### src/rtl/chimp_board_engine.sv
// chimp_board_engine
//   Board engine for the chimp memory test. On start it clears a GRID_W x GRID_H
//   board one cell per cycle, scatters the numbers 1..L over random free cells
//   (retrying on collisions), then judges the order of the player's clicks.
//
// Ports
//   clk, iResetn            clock, async active-low reset
//   iStart, iLevel          round start (IDLE only) and number count L
//   iRandNum                free-running random source, low bits pick the cell
//   iClick, iClickX/Y       one-cycle click pulse and clicked cell
//   iCellX/Y                renderer read address
//   oCellActive/Shown/Num   combinational read of the addressed cell
//   oBusy, oPlaying         CLEAR/PLACE and PLAY status
//   oNextNum                number the player must click next
//   oRoundWin/oRoundFail    one-cycle outcome pulses
`timescale 1ns/1ps

// One board cell: active flag plus stored number.
module chimp_cell #(
  parameter int NUM_W = 5
) (
  input  logic             clk,
  input  logic             iResetn,
  input  logic             we,
  input  logic             wact,
  input  logic [NUM_W-1:0] wnum,
  output logic             act,
  output logic [NUM_W-1:0] num
);
  always_ff @(posedge clk or negedge iResetn) begin
    if (!iResetn) begin
      act <= 1'b0;
      num <= '0;
    end else if (we) begin
      act <= wact;
      num <= wnum;
    end
  end
endmodule

module chimp_board_engine #(
  parameter int GRID_W  = 8,
  parameter int GRID_H  = 8,
  parameter int MAX_NUM = 31,
  parameter int RAND_W  = 8,
  localparam int XW     = $clog2(GRID_W),
  localparam int YW     = $clog2(GRID_H),
  localparam int NUM_W  = $clog2(MAX_NUM + 1)
) (
  input  logic              clk,
  input  logic              iResetn,
  input  logic              iStart,
  input  logic [NUM_W-1:0]  iLevel,
  input  logic [RAND_W-1:0] iRandNum,
  input  logic              iClick,
  input  logic [XW-1:0]     iClickX,
  input  logic [YW-1:0]     iClickY,
  input  logic [XW-1:0]     iCellX,
  input  logic [YW-1:0]     iCellY,
  output logic              oCellActive,
  output logic              oCellShown,
  output logic [NUM_W-1:0]  oCellNum,
  output logic              oBusy,
  output logic              oPlaying,
  output logic [NUM_W-1:0]  oNextNum,
  output logic              oRoundWin,
  output logic              oRoundFail
);
  localparam int NCELL = GRID_W * GRID_H;
  localparam int IW    = XW + YW;

  typedef enum logic [2:0] {S_IDLE, S_CLEAR, S_PLACE, S_PLAY, S_WIN, S_FAIL} state_t;

  state_t                       state, state_n;
  logic [NCELL-1:0]             act;
  logic [NCELL-1:0][NUM_W-1:0]  num;
  logic                         hidden;
  logic [NUM_W-1:0]             next_num, lvl, lvl_c, place_num;
  logic [IW-1:0]                clr_idx;

  // Grid dimensions are powers of two, so {y,x} is the linear index y*GRID_W+x.
  logic [IW-1:0] rd_idx, pl_idx, ck_idx;
  assign rd_idx = {iCellY, iCellX};
  assign ck_idx = {iClickY, iClickX};
  assign pl_idx = iRandNum[IW-1:0];

  generate
    if (RAND_W > IW) begin : g_rand_hi
      logic unused_rand;
      assign unused_rand = ^iRandNum[RAND_W-1:IW];
    end
  endgenerate

  // Write port shared by clear, place and click-consume.
  logic             wr_en, wr_act;
  logic [IW-1:0]    wr_idx;
  logic [NUM_W-1:0] wr_num;
  logic             start, clr_inc, plc_inc, nxt_inc, hid_set, hid_clr;

  always_comb begin
    // Extra top bit keeps the comparison meaningful when iLevel cannot exceed MAX_NUM.
    if (iLevel == '0)
      lvl_c = NUM_W'(1);
    else if ({1'b0, iLevel} > (NUM_W+1)'(MAX_NUM))
      lvl_c = NUM_W'(MAX_NUM);
    else
      lvl_c = iLevel;
  end

  always_comb begin
    state_n = state;
    wr_en   = 1'b0;
    wr_act  = 1'b0;
    wr_idx  = clr_idx;
    wr_num  = '0;
    start   = 1'b0;
    clr_inc = 1'b0;
    plc_inc = 1'b0;
    nxt_inc = 1'b0;
    hid_set = 1'b0;
    hid_clr = 1'b0;
    case (state)
      S_IDLE: if (iStart) begin
        start   = 1'b1;
        state_n = S_CLEAR;
      end
      S_CLEAR: begin
        wr_en   = 1'b1;
        clr_inc = 1'b1;
        if (clr_idx == IW'(NCELL - 1)) state_n = S_PLACE;
      end
      S_PLACE: if (!act[pl_idx]) begin
        wr_en   = 1'b1;
        wr_idx  = pl_idx;
        wr_act  = 1'b1;
        wr_num  = place_num;
        plc_inc = 1'b1;
        if (place_num == lvl) state_n = S_PLAY;
      end
      S_PLAY: if (iClick && act[ck_idx]) begin
        if (num[ck_idx] == next_num) begin
          // Consume the cell; its number stays stored but reads as 0.
          wr_en   = 1'b1;
          wr_idx  = ck_idx;
          wr_num  = num[ck_idx];
          hid_set = 1'b1;
          nxt_inc = 1'b1;
          if (next_num == lvl) state_n = S_WIN;
        end else begin
          // Reveal what is left so the player sees the correct layout.
          hid_clr = 1'b1;
          state_n = S_FAIL;
        end
      end
      S_WIN, S_FAIL: state_n = S_IDLE;
      default:       state_n = S_IDLE;
    endcase
  end

  generate
    for (genvar g = 0; g < NCELL; g++) begin : g_cell
      chimp_cell #(.NUM_W(NUM_W)) u_cell (
        .clk     (clk),
        .iResetn (iResetn),
        .we      (wr_en && (wr_idx == IW'(g))),
        .wact    (wr_act),
        .wnum    (wr_num),
        .act     (act[g]),
        .num     (num[g])
      );
    end
  endgenerate

  always_ff @(posedge clk or negedge iResetn) begin
    if (!iResetn) begin
      state     <= S_IDLE;
      hidden    <= 1'b0;
      next_num  <= NUM_W'(1);
      lvl       <= '0;
      place_num <= '0;
      clr_idx   <= '0;
    end else begin
      state <= state_n;
      if (start) begin
        lvl       <= lvl_c;
        hidden    <= 1'b0;
        next_num  <= NUM_W'(1);
        place_num <= NUM_W'(1);
        clr_idx   <= '0;
      end
      if (clr_inc) clr_idx   <= clr_idx + IW'(1);
      if (plc_inc) place_num <= place_num + NUM_W'(1);
      if (nxt_inc) next_num  <= next_num + NUM_W'(1);
      if (hid_set) hidden    <= 1'b1;
      if (hid_clr) hidden    <= 1'b0;
    end
  end

  assign oCellActive = act[rd_idx];
  assign oCellShown  = act[rd_idx] & ~hidden;
  assign oCellNum    = act[rd_idx] ? num[rd_idx] : '0;
  assign oBusy       = (state == S_CLEAR) || (state == S_PLACE);
  assign oPlaying    = (state == S_PLAY);
  assign oNextNum    = next_num;
  assign oRoundWin   = (state == S_WIN);
  assign oRoundFail  = (state == S_FAIL);
endmodule

### config.mk
export PLATFORM = sky130hd
export DESIGN_NAME = chimp_board_engine
export DESIGN_NICKNAME = d
export VERILOG_FILES = /design/src/rtl/chimp_board_engine.sv
export SDC_FILE = /design/constraint.sdc
export NUM_CORES = 1
export LEC_CHECK = 0
export ABC_AREA = 1
export BUFFER_PORTS_ARGS = -buffer_cell sky130_fd_sc_hd__buf_2
export CAP_MARGIN = 20
export CORE_UTILIZATION = 40
export DETAILED_ROUTE_END_ITERATION = 8
export GPL_ROUTABILITY_DRIVEN = 0
export SLEW_MARGIN = 20
export SYNTH_ARGS = -nofsm -noshare
export SYNTH_HDL_FRONTEND = slang
export SYNTH_SLANG_ARGS = --single-unit
### constraint.sdc
create_clock -name clk -period 3.5 [get_ports clk]
set_input_delay 0.525 -clock clk [delete_from_list [all_inputs] [get_ports clk]]
set_output_delay 0.525 -clock clk [all_outputs]
set_load 0.01 [all_outputs]
==> results.json <==
{
  "syn-cell-area_um2": 25150,
  "maxCapViolCount": 0,
  "ys_async_sr_fraction_pct": 100.0,
  "worstMarginPinSlew_ps": 713.3,
  "tritoncts": "yes",
  "ant_nets": 0,
  "finalSetupViolations": 0,
  "leakage_nw": 14.96,
  "end_kind": "output port",
  "crit_required_ps": 2970,
  "first_pass_iters": 7,
  "path_clk_slew_ps": 60,
  "critPathKind": "input pin to output port",
  "cts_made_buffers": 48,
  "design.core.area_um2": 61940,
  "combPwrFrac_pct": 33.9,
  "die_area_um2": 63870,
  "grtUsageTotal_pct": 31.42,
  "totalWireLength_mm": 100.2,
  "synth_seq_cells": 409,
  "boundaryPins": 45,
  "synth_nets": 3781,
  "ctsHtreeMaxLevel": 2,
  "switching_share_pct": 38.46,
  "place_inst": 4652,
  "clkPwrFrac_pct": 30.3,
  "routed_via_density": 5.719,
  "drt_iter0_markers": 3254,
  "fillers": 6267,
  "grt_remaining_overflow": 0,
  "grt_pass1_vias": 24950,
  "drive_gt1_share_pct": 12.94,
  "via_count": 27160,
  "fin_tns_setup_ps": 0,
  "syn_inst": 3749,
  "power_frac_seq_pct": 35.9,
  "switching_power_w": 0.006826,
  "fmax_ghz": 0.2888,
  "cts_buffer_depth": 3,
  "hold_ws_ps": 154.1,
  "yosysWarnings": 0,
  "die_x_um": 252.7,
  "port_buffers": 42,
  "grt_pass1_wl_mm": 154.7,
  "antenna_found_initial": 3,
  "final_common_cell": "nand2_1",
  "dp_hpwl_mm": 70.11,
  "dieHeight_um": 252.7,
  "drc": 0,
  "synth_edf_count": 0,
  "skew_ps": 22.86,
  "finalCritPeriodShare_pct": 98.92,
  "crit_arrival_ps": 2940,
  "drv_slew": 0,
  "hold_class": "input pin to register",
  "rows": 91,
  "slew_headroom_pct": 52.30,
  "ir_drop_uv": 448.9,
  "start_util_pct": 40.60,
  "critical_path.max_fanout": 40,
  "grt_max_degree": 111,
  "startpoint_type": "input pin",
  "p_int_w": 0.01092,
  "layout.nets": 3908,
  "clkLatencyLatePin_ps": 610,
  "layout_common_cells": "1,401 x nand2_1, 713 x nand3_1, 408 x dfrtp_1",
  "yosysSeqAreaShare_pct": 40.71,
  "hold_viol_final": 0,
  "status": "finished clean",
  "netlist-cell-type-count": 40,
  "wl_per_cell_um": 21.11,
  "cts_root_buffer": "clkbuf_16",
  "ys.flop_type": "dfrtp_1",
  "clock-sinks": 409,
  "p_per_area_nw_per_um2": 584.8,
  "layoutNonFillerInstCount": 4749,
  "finalWorstPathRequiredPeriod_ps": 3462,
  "syn-mean-instance-area_um2": 6.707,
  "syn2layout_area_growth_pct": 20.70
}
state kept, by name (all words and copies together) (netlist names):
| signal | count |
|---|---|
| clr_idx | 6 |
| hidden | 1 |
| g_cell.u_cell.act | 64 |
| state | 3 |
| oNextNum | 5 |
| g_cell.u_cell.num | 320 |
| place_num | 5 |
| lvl | 5 |
Yosys cell counts, types with 3 or more instances:
master	number	area, µm²
nor3_1	6	30.03
clkbuf_1	130	488.0
inv_2	8	30.03
nand3b_1	4	30.03
buf_1	17	63.81
nor2_4	16	180.2
nor2_1	296	1111
o21ai_0	289	1446
nand2_1	1410	5293
buf_4	23	172.7
inv_1	64	240.2
o221ai_1	17	148.9
xor2_1	7	61.31
o22ai_1	119	744.5
dfrtp_1	408	10210
o311ai_0	8	70.07
o211ai_1	6	45.04
buf_2	118	590.6
ha_1	3	37.54
nand3_1	719	3598
o31ai_1	8	60.06
nor2_2	5	31.28
o21ai_1	6	30.03
o21ai_2	3	26.28
a21oi_1	33	165.2
nand2_2	9	56.30
metal layers:
| metal | GRT usage [%] | share of wire, % |
|---|---|---|
| met5 | 0 | 0.0080 |
| met3 | 5.263 | 9.1 |
| met1 | 44.91 | 43 |
| met4 | 13.59 | 4.4 |
| met2 | 46.48 | 43 |
area by class of cell:
class	instances	area, µm²	share of cell area (%)
Antenna cell	2	5.005	0.01649
Clock buffer	69	1411	4.650
Clock inverter	15	229.0	0.7544
Inverter	72	282.8	0.9317
Multi-Input combinational cell	2981	13470	44.39
Sequential cell	409	10240	33.73
Tap cell	837	1047	3.450
Timing Repair Buffer	364	3666	12.08
through the flow:
step           worst slack (ps)  util [%]  cell area, µm²  power [W]
5_1_grt                  -53.45     49.00           30350    0.01859
4_1_cts                   28.60     48.69           30160    0.01755
6_report                  37.83     49.00           30350    0.01775
2_1_floorplan             348.2         -           25150   0.009488
3_5_place_dp             -442.1     46.02           28500    0.01215
3_3_place_gp             -436.5     46.02           28500    0.01210
power groups by stage:
stage	registers [W]	logic, W	clock network [W]
floorplan	0.00613	0.00336	0
global placement	0.00641	0.00569	0
detailed placement	0.00640	0.00576	0
CTS	0.00633	0.00578	0.00543
global route	0.00646	0.00650	0.00563
finish	0.00636	0.00601	0.00537
path summary, 6_finish.rpt:
path | from | to | slack [ps] | cells after the start
max | iCellX[0] | oCellNum[0] | 40 | 12
max reg2reg | g_cell[63].u_cell.num[1]$_DFFE_PN0P_ | g_cell[20].u_cell.num[2]$_DFFE_PN0P_ | 140 | 21
min | iLevel[4] | lvl[4]$_DFFE_PN0P_ | 150 | 3
min reg2reg | g_cell[57].u_cell.num[2]$_DFFE_PN0P_ | g_cell[57].u_cell.num[2]$_DFFE_PN0P_ | 490 | 2
min in group asynchronous | iResetn | g_cell[63].u_cell.num[4]$_DFFE_PN0P_ | 430 | 2
max in group asynchronous | iResetn | g_cell[36].u_cell.num[4]$_DFFE_PN0P_ | 2050 | 3
repair_timing:
| item | in CTS | in global routing |
|---|---|---|
| pin swaps | 0 | 5 |
| hold buffers | 1 | 0 |
| cloned | 0 | 1 |
| hold endpoints to repair | 36 | 0 |
| buffers inserted | 0 | 9 |
| gates resized for setup | 2 | 23 |
| setup endpoints to repair | 5 | 345 |
worst max-delay path: stages:
cell and delay [ps]:
buf_6 120, inv_6 350, buf_4 330, o21ai_0 100, o22ai_1 280, o21ai_0 150
o221ai_1 370, o21ai_0 170, nand2_1 90, nand3_1 200, inv_1 100, buf_2 130
logic make-up after synthesis:
| kind of cell | synth area share [%] |
|---|---|
| buffers and inverters | 6.304 |
| adder cells (fa/ha/maj) | 0.1493 |
| flip-flops | 40.71 |
| AO/OA/AOI/OAI | 11.25 |
| XOR/XNOR | 0.2438 |
| AND/OR/NAND/NOR | 41.34 |
(Power assumes the default switching activity.)
